==> config.mk <==
export PLATFORM = sky130hd
export DESIGN_NAME = instr_dcd_flat
export DESIGN_NICKNAME = d
export VERILOG_FILES = /design/src/rtl/instr_dcd_if.sv /design/src/rtl/instr_dcd.sv /design/src/flat_wrapper.sv
export SDC_FILE = /design/constraint.sdc
export NUM_CORES = 1
export LEC_CHECK = 0
export CORE_MARGIN = 1.5
export CORE_UTILIZATION = 42
export CTS_BUF_LIST = sky130_fd_sc_hd__clkbuf_16
export CTS_CLUSTER_SIZE = 20
export DETAILED_ROUTE_END_ITERATION = 8
export GPL_ROUTABILITY_DRIVEN = 0
export GPL_TIMING_DRIVEN = 1
export HOLD_SLACK_MARGIN = 0.02
export PLACE_DENSITY = 0.8
export SETUP_SLACK_MARGIN = 0.2
export SLEW_MARGIN = 20
export SYNTH_ARGS = -nofsm -noshare
export SYNTH_HDL_FRONTEND = slang
export SYNTH_SLANG_ARGS = --single-unit
==> constraint.sdc <==
create_clock -name clk -period 2.3 [get_ports clk]
set_clock_uncertainty 0.15 [all_clocks]
set_input_delay 0.575 -clock clk [delete_from_list [all_inputs] [get_ports clk]]
set_output_delay 0.575 -clock clk [all_outputs]
set_load 0.1 [all_outputs]
==> src/rtl/instr_dcd_if.sv <==
// Bridge/register-file bus seen by the instruction decoder.
// master = decoder side, slave = bridge and register file side.
interface instr_dcd_if;
  logic       byte_sync;
  logic [7:0] data_in;
  logic [7:0] data_out;
  logic       read;
  logic       write;
  logic [5:0] addr;
  logic [7:0] data_read;
  logic [7:0] data_write;
  logic       busy;

  modport master (
    input  byte_sync, data_in, data_read,
    output data_out, read, write, addr,
    output data_write, busy
  );

  modport slave (
    output byte_sync, data_in, data_read,
    input  data_out, read, write, addr,
    input  data_write, busy
  );
endinterface

==> src/rtl/instr_dcd.sv <==
// Two-byte SPI frame decoder producing read/write strobes.
// Optional WAIT_DATA timeout: define INSTR_DCD_TIMEOUT_EN.
module instr_dcd #(
  parameter int TIMEOUT_CYCLES = 1024
) (
  input  logic         clk,
  input  logic         rst_n,
  instr_dcd_if.master  bus
);

  typedef enum logic [2:0] {
    IDLE,
    RD_REQ,
    RD_CAP,
    WAIT_DATA,
    WR
  } state_t;

  state_t state;
  logic   is_wr;

`ifdef INSTR_DCD_TIMEOUT_EN
  localparam int CW = $clog2(TIMEOUT_CYCLES + 1);
  logic [CW-1:0] cnt;
  logic          expired;

  assign expired = (cnt == CW'(TIMEOUT_CYCLES - 1));
`endif

  // Frame FSM; strobes and busy are registered with the state.
  always_ff @(posedge clk or negedge rst_n) begin
    if (!rst_n) begin
      state          <= IDLE;
      is_wr          <= 1'b0;
      bus.data_out   <= 8'h00;
      bus.read       <= 1'b0;
      bus.write      <= 1'b0;
      bus.addr       <= 6'd0;
      bus.data_write <= 8'h00;
      bus.busy       <= 1'b0;
`ifdef INSTR_DCD_TIMEOUT_EN
      cnt            <= '0;
`endif
    end else begin
      bus.read  <= 1'b0;
      bus.write <= 1'b0;
      unique case (state)
        IDLE: begin
          if (bus.byte_sync) begin
            bus.addr <= bus.data_in[5:0];
            is_wr    <= bus.data_in[7];
            bus.busy <= 1'b1;
            if (bus.data_in[7]) begin
              bus.data_out <= 8'h00;
              state        <= WAIT_DATA;
`ifdef INSTR_DCD_TIMEOUT_EN
              cnt          <= '0;
`endif
            end else begin
              bus.read <= 1'b1;
              state    <= RD_REQ;
            end
          end
        end
        RD_REQ: begin
          state <= RD_CAP;
        end
        RD_CAP: begin
          bus.data_out <= bus.data_read;
          state        <= WAIT_DATA;
`ifdef INSTR_DCD_TIMEOUT_EN
          cnt          <= '0;
`endif
        end
        WAIT_DATA: begin
          if (bus.byte_sync) begin
            if (is_wr) begin
              bus.data_write <= bus.data_in;
              bus.write      <= 1'b1;
              state          <= WR;
            end else begin
              bus.busy <= 1'b0;
              state    <= IDLE;
            end
`ifdef INSTR_DCD_TIMEOUT_EN
          end else if (expired) begin
            bus.busy <= 1'b0;
            state    <= IDLE;
          end else begin
            cnt <= cnt + 1'b1;
`endif
          end
        end
        WR: begin
          bus.busy <= 1'b0;
          state    <= IDLE;
        end
        default: begin
          bus.busy <= 1'b0;
          state    <= IDLE;
        end
      endcase
    end
  end

endmodule
==> src/flat_wrapper.sv <==
// flat-port wrapper written by rule: the top's interface ports become plain ports
module instr_dcd_flat 
#(
  parameter int TIMEOUT_CYCLES = 1024
)
  (clk, rst_n, bus_byte_sync, bus_data_in, bus_data_read, bus_data_out, bus_read, bus_write, bus_addr, bus_data_write, bus_busy);
  instr_dcd_if bus_i ();
  input  logic clk;
  input  logic rst_n;
  input wire logic [$bits(bus_i.byte_sync)-1:0] bus_byte_sync;
  input wire logic [$bits(bus_i.data_in)-1:0] bus_data_in;
  input wire logic [$bits(bus_i.data_read)-1:0] bus_data_read;
  output wire logic [$bits(bus_i.data_out)-1:0] bus_data_out;
  output wire logic [$bits(bus_i.read)-1:0] bus_read;
  output wire logic [$bits(bus_i.write)-1:0] bus_write;
  output wire logic [$bits(bus_i.addr)-1:0] bus_addr;
  output wire logic [$bits(bus_i.data_write)-1:0] bus_data_write;
  output wire logic [$bits(bus_i.busy)-1:0] bus_busy;
  assign bus_i.byte_sync = bus_byte_sync;
  assign bus_i.data_in = bus_data_in;
  assign bus_i.data_read = bus_data_read;
  assign bus_data_out = bus_i.data_out;
  assign bus_read = bus_i.read;
  assign bus_write = bus_i.write;
  assign bus_addr = bus_i.addr;
  assign bus_data_write = bus_i.data_write;
  assign bus_busy = bus_i.busy;
  instr_dcd #(.TIMEOUT_CYCLES(TIMEOUT_CYCLES)) u_core (.clk(clk), .rst_n(rst_n), .bus(bus_i));
endmodule
==> results.json <==
{
  "clockRootBuffer": "clkbuf_16",
  "cts_sinks": 29,
  "synthesis.area_um2": 1120,
  "final_util_pct": 66.6,
  "synthDistinctLibCells": 22,
  "min_period_over_period_pct": 83.6,
  "start_util_pct": 44.8,
  "io_buffers": 43,
  "fmax_mhz": 520,
  "track_usage_pct": 16.6,
  "ant_nets": 0,
  "yosysWarnings": 0,
  "crit_path_end_kind": "flip-flop",
  "drc_errors": 0,
  "syn_avg_cell_area_um2": 15.1,
  "firstDrtPassIters": 4,
  "slew_violations": 0,
  "syn_inst": 74,
  "layout-drive-gt1-share_pct": 41.6,
  "cpMaxStageDelayCell": "clkdlybuf4s50_1",
  "grt_pass1_vias": 762,
  "cts_buffers": 5,
  "io_pins": 44,
  "vias": 802,
  "rsz0062_at_grt": "false",
  "coreArea_um2": 2500,
  "outcome": "finished clean",
  "fin_ws_ns": 0.377,
  "grt_overflow": 0,
  "critPathMaxStageDelay_ns": 0.52,
  "multiInputGateArea_um2": 363,
  "insertion_delay_ns": 0.26,
  "worstPathRequired_ns": 2.30,
  "startpoint_type": "input pin",
  "cts_tree": "yes",
  "relSlewSlack_pct": 76.5,
  "grt_pass1_wl_um": 3440,
  "dp_slack_ns": 0.0930,
  "dieWidth_um": 54.6,
  "grt_max_degree": 30,
  "hold_violations": 0,
  "areaGrowthSynthToFinish_pct": 48.7,
  "htreeDepth": 2,
  "cts-resized-gates": 0,
  "wire_per_inst_um": 14.3,
  "placementRows": 18,
  "ctsHoldBuffers": 0,
  "min_period_ns": 1.92,
  "setup_viol": 0,
  "fill_cells": 201,
  "dp_hpwl_um": 1610,
  "setup_tns_ns": 0,
  "cts.clk_slew.worst_paths_ns": 0.05,
  "n_antenna_cell": 0,
  "cts_buffer_depth": 2,
  "cts_setup_buffers": 0,
  "ff_latch_area_um2": 726,
  "drtIter0Drc": 11,
  "tightest_slew_ns": 0.353,
  "crit_path_max_fanout": 9,
  "synth_seq_cells": 29,
  "syn_nets": 93,
  "most-common-layout-cells": "29 x buf_4, 29 x dfrtp_1, 18 x clkdlybuf4s50_1",
  "hp-class": "reg -> reg",
  "die-area_um2": 2980,
  "arrival_ns": 1.92,
  "crit_chain": "clkdlybuf4s50_1 -> nand3_2 -> nor3b_2 -> buf_4 -> mux2_2",
  "max_cap_violations": 0,
  "worstSetupPathType": "in -> reg",
  "drt-vias-per-instance": 5.17,
  "die_h_um": 54.6,
  "yosysSeqAreaShare_pct": 64.8,
  "nets": 143,
  "antenna_found_initial": 0,
  "drt-total-wl_um": 2220
}
==> kinds of logic (layout without fill, tap and decap cells) <==
kind of cell	count (synthesis)	in the layout	synth area share, %
AOI/OAI and AO/OA	14	14	9.72
buffers and inverters	5	56	2.79
DFF	29	29	64.8
muxes	15	15	15.1
and+or+nand+nor	11	11	7.60
==> layout make-up <==
class | instances | share of cell area [%]
inverters | 1 | 0.225
well taps | 30 | 2.25
flip-flops and latches | 29 | 43.6
clock inverters | 3 | 0.751
multi-input cells | 40 | 21.8
clock buffers | 5 | 7.51
repair buffers | 47 | 23.9
==> per-layer routing <==
layer | global-route usage [%] | wire (um) | vias to the layer above
li1 | - | - | 373
met2 | 28.8 | 1120 | 37
met1 | 18.7 | 933 | 392
met5 | 0 | 0 | -
met4 | 5.00 | 0 | 0
met3 | 6.56 | 165 | 0
==> Yosys cell counts <==
| library cell | n | area share (%) |
|---|---|---|
| buf_6 | 1 | 1.0 |
| a21o_1 | 1 | 0.67 |
| o21ai_0 | 2 | 0.89 |
| mux2_2 | 14 | 14 |
| a211oi_1 | 1 | 0.67 |
| nand3_2 | 1 | 0.89 |
| a22o_1 | 8 | 6.3 |
| buf_2 | 1 | 0.45 |
| nor2b_1 | 1 | 0.56 |
| nor3b_1 | 1 | 0.67 |
| inv_1 | 1 | 0.33 |
| nor4b_4 | 1 | 2.1 |
| a311oi_1 | 1 | 0.78 |
| buf_4 | 1 | 0.67 |
| mux2_1 | 1 | 1.0 |
| and2_1 | 1 | 0.56 |
| a21oi_1 | 1 | 0.45 |
| nand2_1 | 2 | 0.67 |
| nor3b_2 | 1 | 1.1 |
| clkbuf_1 | 1 | 0.33 |
| nor2_1 | 3 | 1.0 |
| dfrtp_1 | 29 | 65 |
==> state kept, by name (all words and copies together), names as in the netlist <==
register and cells:
u_core.is_wr 1, u_core.bus.data_out 8, u_core.bus.data_write 8, u_core.state 3, u_core.bus.addr 6, u_core.bus.busy 1
u_core.bus.write 1, u_core.bus.read 1
==> metrics by stage <==
step                hold WS, ns  cell area (um2)  cells
detailed placement        0.334             1530    147
global placement          0.322             1530    147
CTS                       0.345             1670    155
global route              0.362             1670    155
finish                    0.339             1670    155
floorplan                 0.129             1120     74
==> path summary, 6_finish.rpt <==
check | startpoint | to | slack, ns | cells past startpoint
setup / recovery | bus_byte_sync | u_core.bus.data_write[2] | 0.38 | 5
hold / removal | u_core.bus.data_write[6] | u_core.bus.data_write[6] | 0.34 | 1
setup reg to reg | u_core.state[0] | u_core.bus.data_write[2] | 0.67 | 4
hold reg to reg | u_core.bus.data_write[6] | u_core.bus.data_write[6] | 0.34 | 1
max in group asynchronous | rst_n | u_core.bus.data_out[3] | 1.19 | 2
min in group asynchronous | rst_n | u_core.bus.addr[5] | 0.54 | 2
==> critical path, delay by kind of cell <==
kind / cells / cell delay [ns]
and+or+nand+nor: 2 / 0.30
buffers and inverters: 2 / 0.71
muxes: 1 / 0.34
Power is left out: the tool's default activity adds up to more than one toggle a clock period on the data nets, which glitch-free logic cannot reach.
==> variant: new RTL, same settings <==
Make the reset (`rst_n`) synchronous in one clocked block.
--- a/src/rtl/instr_dcd.sv
+++ b/src/rtl/instr_dcd.sv
@@ -30,3 +30,3 @@
   // Frame FSM; strobes and busy are registered with the state.
-  always_ff @(posedge clk or negedge rst_n) begin
+  always_ff @(posedge clk) begin
     if (!rst_n) begin
Behaviour: differs if rst_n is asserted again (counterexample within 4 cycles, from zero or initial values and one cycle with rst_n low); with rst_n held inactive, the same outputs for 10 cycles.
==> variant against the unedited design <==
Largest cell class unchanged; worst hold slack got worse by 0.025 ns; die area rose by 2.4%; sequential share of layout area fell by 9.2 points; area after synthesis rose by 2.6%; worst setup slack improved by 0.022 ns; final area rose by 1.4%; routed wire length rose by 15%; count of clock-buffer cells in the layout did not move; via count rose by 28%; sequential cell count did not move.
==> variant: results <==
[cells_and_area]
nFillCells = 218
clockNetworkAreaShare = 0.0808
multiInputGateArea_sq_um = 524
layout.nets = 193
drive_above_1_share = 0.234
buffers = 48
buffer_area_frac = 0.240

[pwr]
p_clk_frac = 0.413

[grt]
grt_max_degree = 18
use_met2 = 0.296
grt_use_met1 = 0.215
grt_pass1_vias = 948

[routing]
vias = 1029
initialDrtViolationCount = 42
via_per_inst = 5.02
routed-wl-met3_um = 105
drt-met1-wl_mm = 1.08
routed.top_layer = "met4"
dr_wl_met2_mm = 1.32

[placed_design]
dp_hpwl_mm = 1.95
dp_cells = 197

[worst_setup_path]
reg2reg_slack_ns = 0.72
crit_end = "u_core.bus.addr[1]"
critPathMaxFanout = 8
rr_worst_depth = 3
rr_endpoint = "u_core.bus.addr[1]"

[yosys]
yosys.cell_types.count = 20
syn_avg_cell_area_sq_um = 9.04
synthesis.nets = 146
yosysSeqAreaShare = 0.505
synth_common_cells = "nand2_1, dfxtp_1, a21boi_0"
ys_async_sr_fraction = 0

[outcome]
status = "finished, final reports clean"

[worst_hold_path]
min_path_type = "reg2reg"

[sta]
slew_headroom = 0.682
## variant: changes by cell type after synthesis, sizes merged, moves of 2 or more
| cell | before | now |
|---|---|---|
| o21ai | 2 | 9 |
| mux2i | 0 | 8 |
| a22o | 8 | 0 |
| mux2 | 15 | 1 |
| dfxtp | 0 | 29 |
| or2 | 0 | 2 |
| nand2 | 2 | 41 |
| nor2 | 3 | 1 |
| a21boi | 0 | 15 |
| dfrtp | 29 | 0 |
| clkbuf | 1 | 5 |
| a21oi | 1 | 3 |
## variant: kinds of logic after synthesis
family / count (synthesis) / synth area share
flip-flops: 29 / 0.505
AND/OR/NAND/NOR: 52 / 0.220
buffers and inverters: 9 / 0.0381
AO/OA/AOI/OAI: 28 / 0.157
multiplexers: 9 / 0.0795
## variant: how the worst min path moves through the flow
stage                                          end  cells after the start                      from
final                     u_core.bus.data_write[6]                      2  u_core.bus.data_write[6]
after global placement    u_core.bus.data_write[6]                      2  u_core.bus.data_write[6]
after floorplan                       u_core.is_wr                      2              u_core.is_wr
after detailed placement  u_core.bus.data_write[4]                      2  u_core.bus.data_write[4]
after CTS                 u_core.bus.data_write[4]                      2  u_core.bus.data_write[4]
after global routing      u_core.bus.data_write[4]                      2  u_core.bus.data_write[4]
## variant: metrics by stage
stage               area, sq um  hold slack [ns]  utilization  power, mW  setup WS [ns]
floorplan                  1150            0.304            -      0.754          0.639
global placement           1550            0.294        0.615      0.830          0.162
detailed placement         1550            0.306        0.615      0.835          0.130
CTS                        1690            0.316        0.669       1.42          0.402
global route               1690            0.322        0.669       1.46          0.282
finish                     1690            0.314        0.669       1.41          0.399
## variant: critical path: stages
cell and delay (ns):
clkdlybuf4s50_1 0.50, or4b_1 0.61, nand2_1 0.13, a21boi_0 0.08
